$ cat src/rtl/serial_symbol_framer_pkg.sv
// Shared definitions for the serial symbol framer: FSM state encoding,
// default symbol width / sync word, and the symbol-length derivation macro.
// Optional feature macro: SYMBOL_PARITY_EN (adds one even-parity bit per symbol).

`ifdef SYMBOL_PARITY_EN
  `define STREAM_SYM_BITS(w) ((w) + 1)
`else
  `define STREAM_SYM_BITS(w) (w)
`endif

package stream_pkg;

  typedef enum logic {
    HUNT   = 1'b0,
    LOCKED = 1'b1
  } state_e;

  localparam int         WIDTH_DEF     = 4;
  localparam logic [3:0] SYNC_WORD_DEF = 4'b1010;

endpackage

$ cat src/rtl/serial_symbol_framer_fifo.sv
// symbol_fifo: small circular buffer with valid/ready output.
// Push is accepted when there is room or the head is popped the same cycle;
// otherwise the incoming symbol is dropped and o_drop is raised.

module symbol_fifo #(
  parameter int WIDTH      = 4,
  parameter int FIFO_DEPTH = 2
) (
  input  logic             i_clk,
  input  logic             i_rst_n,
  input  logic             i_push,
  input  logic [WIDTH-1:0] i_data,
  input  logic             i_ready,
  output logic [WIDTH-1:0] o_data,
  output logic             o_valid,
  output logic             o_drop
);

  localparam int PW = (FIFO_DEPTH > 1) ? $clog2(FIFO_DEPTH) : 1;
  localparam int CW = $clog2(FIFO_DEPTH + 1);
  localparam logic [PW-1:0] LAST_PTR = PW'(FIFO_DEPTH - 1);
  localparam logic [CW-1:0] FULL_CNT = CW'(FIFO_DEPTH);

  logic [WIDTH-1:0] r_mem [FIFO_DEPTH];
  logic [PW-1:0]    r_rd_ptr, r_wr_ptr;
  logic [CW-1:0]    r_count;
  logic             w_pop, w_push_ok;

  assign o_valid   = (r_count != '0);
  assign w_pop     = o_valid & i_ready;
  // A pop frees the head slot in the same cycle, so a full FIFO still accepts.
  assign w_push_ok = i_push & ((r_count < FULL_CNT) | w_pop);
  assign o_drop    = i_push & ~w_push_ok;
  assign o_data    = o_valid ? r_mem[r_rd_ptr] : '0;

  // Storage write on accepted push.
  always_ff @(posedge i_clk or negedge i_rst_n) begin
    if (!i_rst_n) begin
      for (int i = 0; i < FIFO_DEPTH; i++) r_mem[i] <= '0;
    end else if (w_push_ok) begin
      r_mem[r_wr_ptr] <= i_data;
    end
  end

  // Pointer and occupancy bookkeeping.
  always_ff @(posedge i_clk or negedge i_rst_n) begin
    if (!i_rst_n) begin
      r_rd_ptr <= '0;
      r_wr_ptr <= '0;
      r_count  <= '0;
    end else begin
      if (w_push_ok) r_wr_ptr <= (r_wr_ptr == LAST_PTR) ? '0 : r_wr_ptr + 1'b1;
      if (w_pop)     r_rd_ptr <= (r_rd_ptr == LAST_PTR) ? '0 : r_rd_ptr + 1'b1;
      case ({w_push_ok, w_pop})
        2'b10:   r_count <= r_count + 1'b1;
        2'b01:   r_count <= r_count - 1'b1;
        default: r_count <= r_count;
      endcase
    end
  end

endmodule

$ cat src/rtl/serial_symbol_framer.sv
// serial_symbol_framer: hunts a serial stream for SYNC_WORD, then slices the
// following FRAME_LEN symbols (MSB first) into a small output FIFO.
// Completed symbols are staged one cycle before entering the FIFO.
// Optional feature macro: SYMBOL_PARITY_EN (trailing even-parity bit per symbol).

module serial_symbol_framer
  import stream_pkg::*;
#(
  parameter int               WIDTH      = WIDTH_DEF,
  parameter logic [WIDTH-1:0] SYNC_WORD  = WIDTH'(SYNC_WORD_DEF),
  parameter int               FRAME_LEN  = 8,
  parameter int               FIFO_DEPTH = 2
) (
  input  logic             i_clk,
  input  logic             i_rst_n,
  input  logic             i_bit,
  input  logic             i_bit_valid,
  output logic [WIDTH-1:0] o_symbol,
  output logic             o_symbol_valid,
  input  logic             i_symbol_ready,
  output logic             o_locked,
  output logic             o_overflow,
  output logic             o_parity_err
);

  localparam int SYM_BITS = `STREAM_SYM_BITS(WIDTH);
  // Only the bits needed to form the next symbol/sync compare are kept.
  localparam int SR_W     = SYM_BITS - 1;
  localparam int BW       = $clog2(SYM_BITS);
  localparam int SW       = (FRAME_LEN > 1) ? $clog2(FRAME_LEN) : 1;
  localparam logic [BW-1:0] LAST_BIT = BW'(SYM_BITS - 1);
  localparam logic [SW-1:0] LAST_SYM = SW'(FRAME_LEN - 1);

  state_e           r_state, w_state_nxt;
  logic [SR_W-1:0]  r_sr;
  logic [BW-1:0]    r_bit_cnt;
  logic [SW-1:0]    r_sym_cnt;
  logic [WIDTH-1:0] w_sr_shift;
  logic [WIDTH-1:0] w_sym_data;
  logic             w_sync_hit, w_sym_done, w_last_sym, w_par_ok;
  logic             r_cmp_vld;
  logic [WIDTH-1:0] r_cmp_sym;

  assign w_sr_shift = {r_sr[WIDTH-2:0], i_bit};
  assign w_sync_hit = (r_state == HUNT) & i_bit_valid & (w_sr_shift == SYNC_WORD);
  assign w_sym_done = (r_state == LOCKED) & i_bit_valid & (r_bit_cnt == LAST_BIT);
  assign w_last_sym = (r_sym_cnt == LAST_SYM);
  assign o_locked   = (r_state == LOCKED);

`ifdef SYMBOL_PARITY_EN
  logic r_cmp_perr;
  // Data bits are already in the shift register when the parity bit arrives.
  assign w_sym_data   = r_sr;
  assign w_par_ok     = ~(^{r_sr, i_bit});
  assign o_parity_err = r_cmp_perr;

  // Parity-fail pulse lines up with the cycle the push would have happened.
  always_ff @(posedge i_clk or negedge i_rst_n) begin
    if (!i_rst_n) r_cmp_perr <= 1'b0;
    else          r_cmp_perr <= w_sym_done & ~w_par_ok;
  end
`else
  assign w_sym_data   = w_sr_shift;
  assign w_par_ok     = 1'b1;
  assign o_parity_err = 1'b0;
`endif

  // FSM state register.
  always_ff @(posedge i_clk or negedge i_rst_n) begin
    if (!i_rst_n) r_state <= HUNT;
    else          r_state <= w_state_nxt;
  end

  // Next-state: lock on sync, drop back to hunting after the last frame symbol.
  always_comb begin
    w_state_nxt = r_state;
    case (r_state)
      HUNT:    if (w_sync_hit) w_state_nxt = LOCKED;
      LOCKED:  if (w_sym_done && w_last_sym) w_state_nxt = HUNT;
      default: w_state_nxt = HUNT;
    endcase
  end

  // Shift register and bit/symbol counters; the shift register is cleared at
  // frame end so re-sync needs a complete fresh sync word.
  always_ff @(posedge i_clk or negedge i_rst_n) begin
    if (!i_rst_n) begin
      r_sr      <= '0;
      r_bit_cnt <= '0;
      r_sym_cnt <= '0;
    end else if (i_bit_valid) begin
      if (r_state == HUNT) begin
        r_sr <= w_sr_shift[SR_W-1:0];
        if (w_sync_hit) begin
          r_bit_cnt <= '0;
          r_sym_cnt <= '0;
        end
      end else if (w_sym_done) begin
        r_bit_cnt <= '0;
        if (w_last_sym) begin
          r_sr      <= '0;
          r_sym_cnt <= '0;
        end else begin
          r_sr      <= w_sr_shift[SR_W-1:0];
          r_sym_cnt <= r_sym_cnt + 1'b1;
        end
      end else begin
        r_sr      <= w_sr_shift[SR_W-1:0];
        r_bit_cnt <= r_bit_cnt + 1'b1;
      end
    end
  end

  // One-cycle staging of completed symbols ahead of the FIFO.
  always_ff @(posedge i_clk or negedge i_rst_n) begin
    if (!i_rst_n) begin
      r_cmp_vld <= 1'b0;
      r_cmp_sym <= '0;
    end else begin
      r_cmp_vld <= w_sym_done & w_par_ok;
      if (w_sym_done) r_cmp_sym <= w_sym_data;
    end
  end

  symbol_fifo #(
    .WIDTH      (WIDTH),
    .FIFO_DEPTH (FIFO_DEPTH)
  ) u_fifo (
    .i_clk   (i_clk),
    .i_rst_n (i_rst_n),
    .i_push  (r_cmp_vld),
    .i_data  (r_cmp_sym),
    .i_ready (i_symbol_ready),
    .o_data  (o_symbol),
    .o_valid (o_symbol_valid),
    .o_drop  (o_overflow)
  );

endmodule

$ cat config.mk
export PLATFORM = sky130hd
export DESIGN_NAME = serial_symbol_framer
export DESIGN_NICKNAME = d
export VERILOG_FILES = /design/src/rtl/serial_symbol_framer_pkg.sv /design/src/rtl/serial_symbol_framer_fifo.sv /design/src/rtl/serial_symbol_framer.sv
export SDC_FILE = /design/constraint.sdc
export NUM_CORES = 1
export LEC_CHECK = 0
export BUFFER_PORTS_ARGS = -buffer_cell sky130_fd_sc_hd__buf_2
export CAP_MARGIN = 40
export CORE_ASPECT_RATIO = 0.75
export CORE_MARGIN = 3
export CORE_UTILIZATION = 55
export CTS_CLUSTER_SIZE = 24
export DETAILED_ROUTE_END_ITERATION = 12
export MAX_ROUTING_LAYER = met4
export PLACE_DENSITY = 0.71
export SYNTH_ARGS = -nofsm -noshare
export SYNTH_HDL_FRONTEND = slang
export SYNTH_SLANG_ARGS = --single-unit
$ cat constraint.sdc
create_clock -name i_clk -period 3.15 [get_ports i_clk]
set_clock_uncertainty 0.15 [all_clocks]
set_input_delay 0.1575 -clock i_clk [delete_from_list [all_inputs] [get_ports i_clk]]
set_output_delay 0.1575 -clock i_clk [all_outputs]
set_load 0.03 [all_outputs]
==> results.yml <==
run_status:
  outcome: "completed"
global_route:
  grt_util_met2_pct: 26.7
  grt_pass1_vias: 763
  antenna_found_initial: 0
  gr-usage-met1_pct: 25.4
  grt_use_met3_pct: 6.44
  grt_pass1_wl_mm: 3.58
  grtUsageTotal_pct: 18.6
  busiest_layer: "met2"
  grt_start_max_net_pins: 27
  grt_overflow_total: 0
sta:
  relSlewSlack_pct: 63.0
  period_needed_ns: 1.76
  rsz0062_at_grt: "false"
  fmaxAchievable_mhz: 567
  setup_viol: 0
  tightest_slew_ns: 0.555
  setup_tns_ns: 0
  slew_violations: 0
  hold_viol_final: 0
  finalCritPeriodShare_pct: 56.0
  holdWs_ns: 0.0117
place:
  gp_congestion: 0.829
  io_buffer_count: 11
  dpl.hpwl_mm: 1.49
critical_path:
  path_class: "flip-flop to flip-flop"
  cp-startpoint: "u_fifo.r_count[1]"
  rr_worst_depth: 5
  endpoint_kind: "flip-flop"
  r2r-end: "u_fifo.r_count[1]"
  cp.arrival_ns: 1.87
  crit_end: "u_fifo.r_count[1]"
  rrSetupSlack_ns: 1.39
  cp_data_required_time_ns: 3.25
  crit_fanout: 6
  cp-start-kind: "flip-flop"
  reg2reg_from: "u_fifo.r_count[1]"
pwr:
  leakage_nw: 0.654
  p_per_area_nw_per_um2: 890
  ir_drop_mv: 0.710
floorplanning:
  rows: 13
  start_util_pct: 63.6
  die_x_um: 59.9
  coreArea_um2: 1890
  fp.dieH_um: 46.5
  die_area_um2: 2780
  ios: 13
clocking:
  clockBufferDepth: 2
  cts_tree: "yes"
  cts_buffers: 3
  clock_sinks: 26
  clkTransAtPathRegs_ns: 0.13
  htree_levels: 1
  ctsResizeCount: 0
  worstSkewPairLatency_ns: 0.32
  cts_root_buf: "clkbuf_4"
synthesis:
  yosys_register_bits: 26
  syn_nets: 112
  synth_edf_count: 0
  ys_seq_area_share_pct: 54.2
  syn_area_per_cell_um2: 11.6
  yosysTopAreaCell: "dfrtp_1"
  ys_warn_count: 0
  syn_inst: 103
  yosys-top-cells-area: "dfrtp_1 54%, mux2_2 7.5%, ha_1 4.2%, nand2_1 3.4%, mux2i_1 3.3%"
  synth_top_area_share_pct: 54.2
  synth_ff_type: "dfrtp_1"
  ys_types: 29
  async_flop_share_pct: 100
  synthTopCellsByCount: "26 x dfrtp_1, 11 x nand2_1, 8 x mux2_2, 8 x nor2_1, 6 x inv_1"
  syn_area_um2: 1200
  synth_most_common_cell: "dfrtp_1"
route:
  drc: 0
  drt_pass1_iterations: 4
  drtAntennaViolNets: 0
  drt_iter0_drc: 38
  viasPerCell: 5.53
  vias: 757
  avgRoutedWirePerCell_um: 14.4
  routed_wl_mm: 1.97
finish:
  antennaDiodeCount: 0
  drive_gt1_share_pct: 27.0
  seq_area_um2: 651
  nNetsFinal: 126
  fillers: 158
  multi_input_area_um2: 494
  area_growth_syn_to_layout_pct: 8.03
hold_path:
  hp-class: "input pin to flip-flop"
run:
  cap_violations: 0
state kept, by name, indices dropped and copies added, names as in the netlist:
| signal | count |
|---|---|
| u_fifo.r_rd_ptr | 1 |
| o_locked | 1 |
| r_cmp_vld | 1 |
| r_sr | 3 |
| r_bit_cnt | 2 |
| r_cmp_sym | 4 |
| u_fifo.r_wr_ptr | 1 |
| u_fifo.r_mem | 8 |
| r_sym_cnt | 3 |
| u_fifo.r_count | 2 |
where the power goes:
part           total, W  switching [W]  internal (W)  leakage (nW)
Clock          0.000140      0.0000950     0.0000448        0.0138
Sequential     0.000571       0.000108      0.000463         0.325
Combinational  0.000443       0.000239      0.000204         0.316
Total           0.00115       0.000441      0.000712         0.654
worst min path at each step:
stage | start | to | cells past startpoint
2_1_floorplan | i_rst_n | o_locked | 0
3_3_place_gp | i_rst_n | u_fifo.r_mem[2] | 1
3_5_place_dp | i_rst_n | u_fifo.r_mem[2] | 1
4_1_cts | i_bit_valid | r_sr[2] | 3
5_1_grt | i_bit_valid | r_sr[1] | 3
6_report | i_bit_valid | r_sr[2] | 3
worst max-delay path, stage by stage (launching register included):
cell and delay (ns):
dfrtp_1 0.45, nor2_1 0.37, nor2b_2 0.10, ha_1 0.32
nor2_1 0.14, xor2_1 0.16
cell families after synthesis:
| family | share of synthesized area (%) |
|---|---|
| muxes | 10.8 |
| DFF | 54.2 |
| buffers and inverters | 4.59 |
| AOI/OAI and AO/OA | 6.78 |
| other | 0.313 |
| adders and majority gates | 4.17 |
| xor gates and xnor gates | 3.65 |
| and+or+nand+nor | 15.4 |
layer usage:
metal	wire length [um]	vias to the layer above
met3	92	2
met4	12	0
li1	-	372
met5	0	-
met1	1030	369
met2	838	14
metrics by stage:
| step | cells | setup slack, ns | area, um2 | total power (W) | util [%] |
|---|---|---|---|---|---|
| floorplan | 103 | 1.60 | 1200 | 0.000912 | - |
| global placement | 132 | 1.53 | 1250 | 0.00100 | 66.4 |
| detailed placement | 132 | 1.41 | 1250 | 0.00102 | 66.4 |
| CTS | 137 | 1.38 | 1300 | 0.00116 | 68.7 |
| global route | 137 | 1.28 | 1300 | 0.00125 | 68.7 |
| finish | 137 | 1.39 | 1300 | 0.00115 | 68.7 |
cell usage in the layout (no fill, tap or decap), types with 2 or more instances in the layout:
cell	netlist	final
nand2_1	11	11
o21ai_0	4	4
nand3_2	2	2
and2_1	2	2
xnor2_1	3	3
mux2_2	8	8
clkbuf_4	0	3
o22ai_1	3	3
dlygate4sd3_1	0	2
ha_1	4	4
mux2i_1	4	4
dfrtp_1	26	26
and3_1	2	2
a31o_2	3	3
buf_2	2	11
nor2_1	8	8
inv_1	6	6
xor2_1	2	2
final cells by class:
| class | count | area share [%] |
|---|---|---|
| clock buffers | 3 | 1.74 |
| inverters | 7 | 2.03 |
| multi-input cells | 66 | 38.1 |
| flip-flops and latches | 26 | 50.2 |
| well taps | 22 | 2.12 |
| repair buffers | 13 | 5.79 |
timing repair:
item | CTS | global route
setup endpoints to repair | 0 | 0
hold endpoints to repair | 28 | 0
setup buffers | 0 | 0
hold buffers | 2 | 0
No activity file was read; power rests on OpenSTA's default activity.
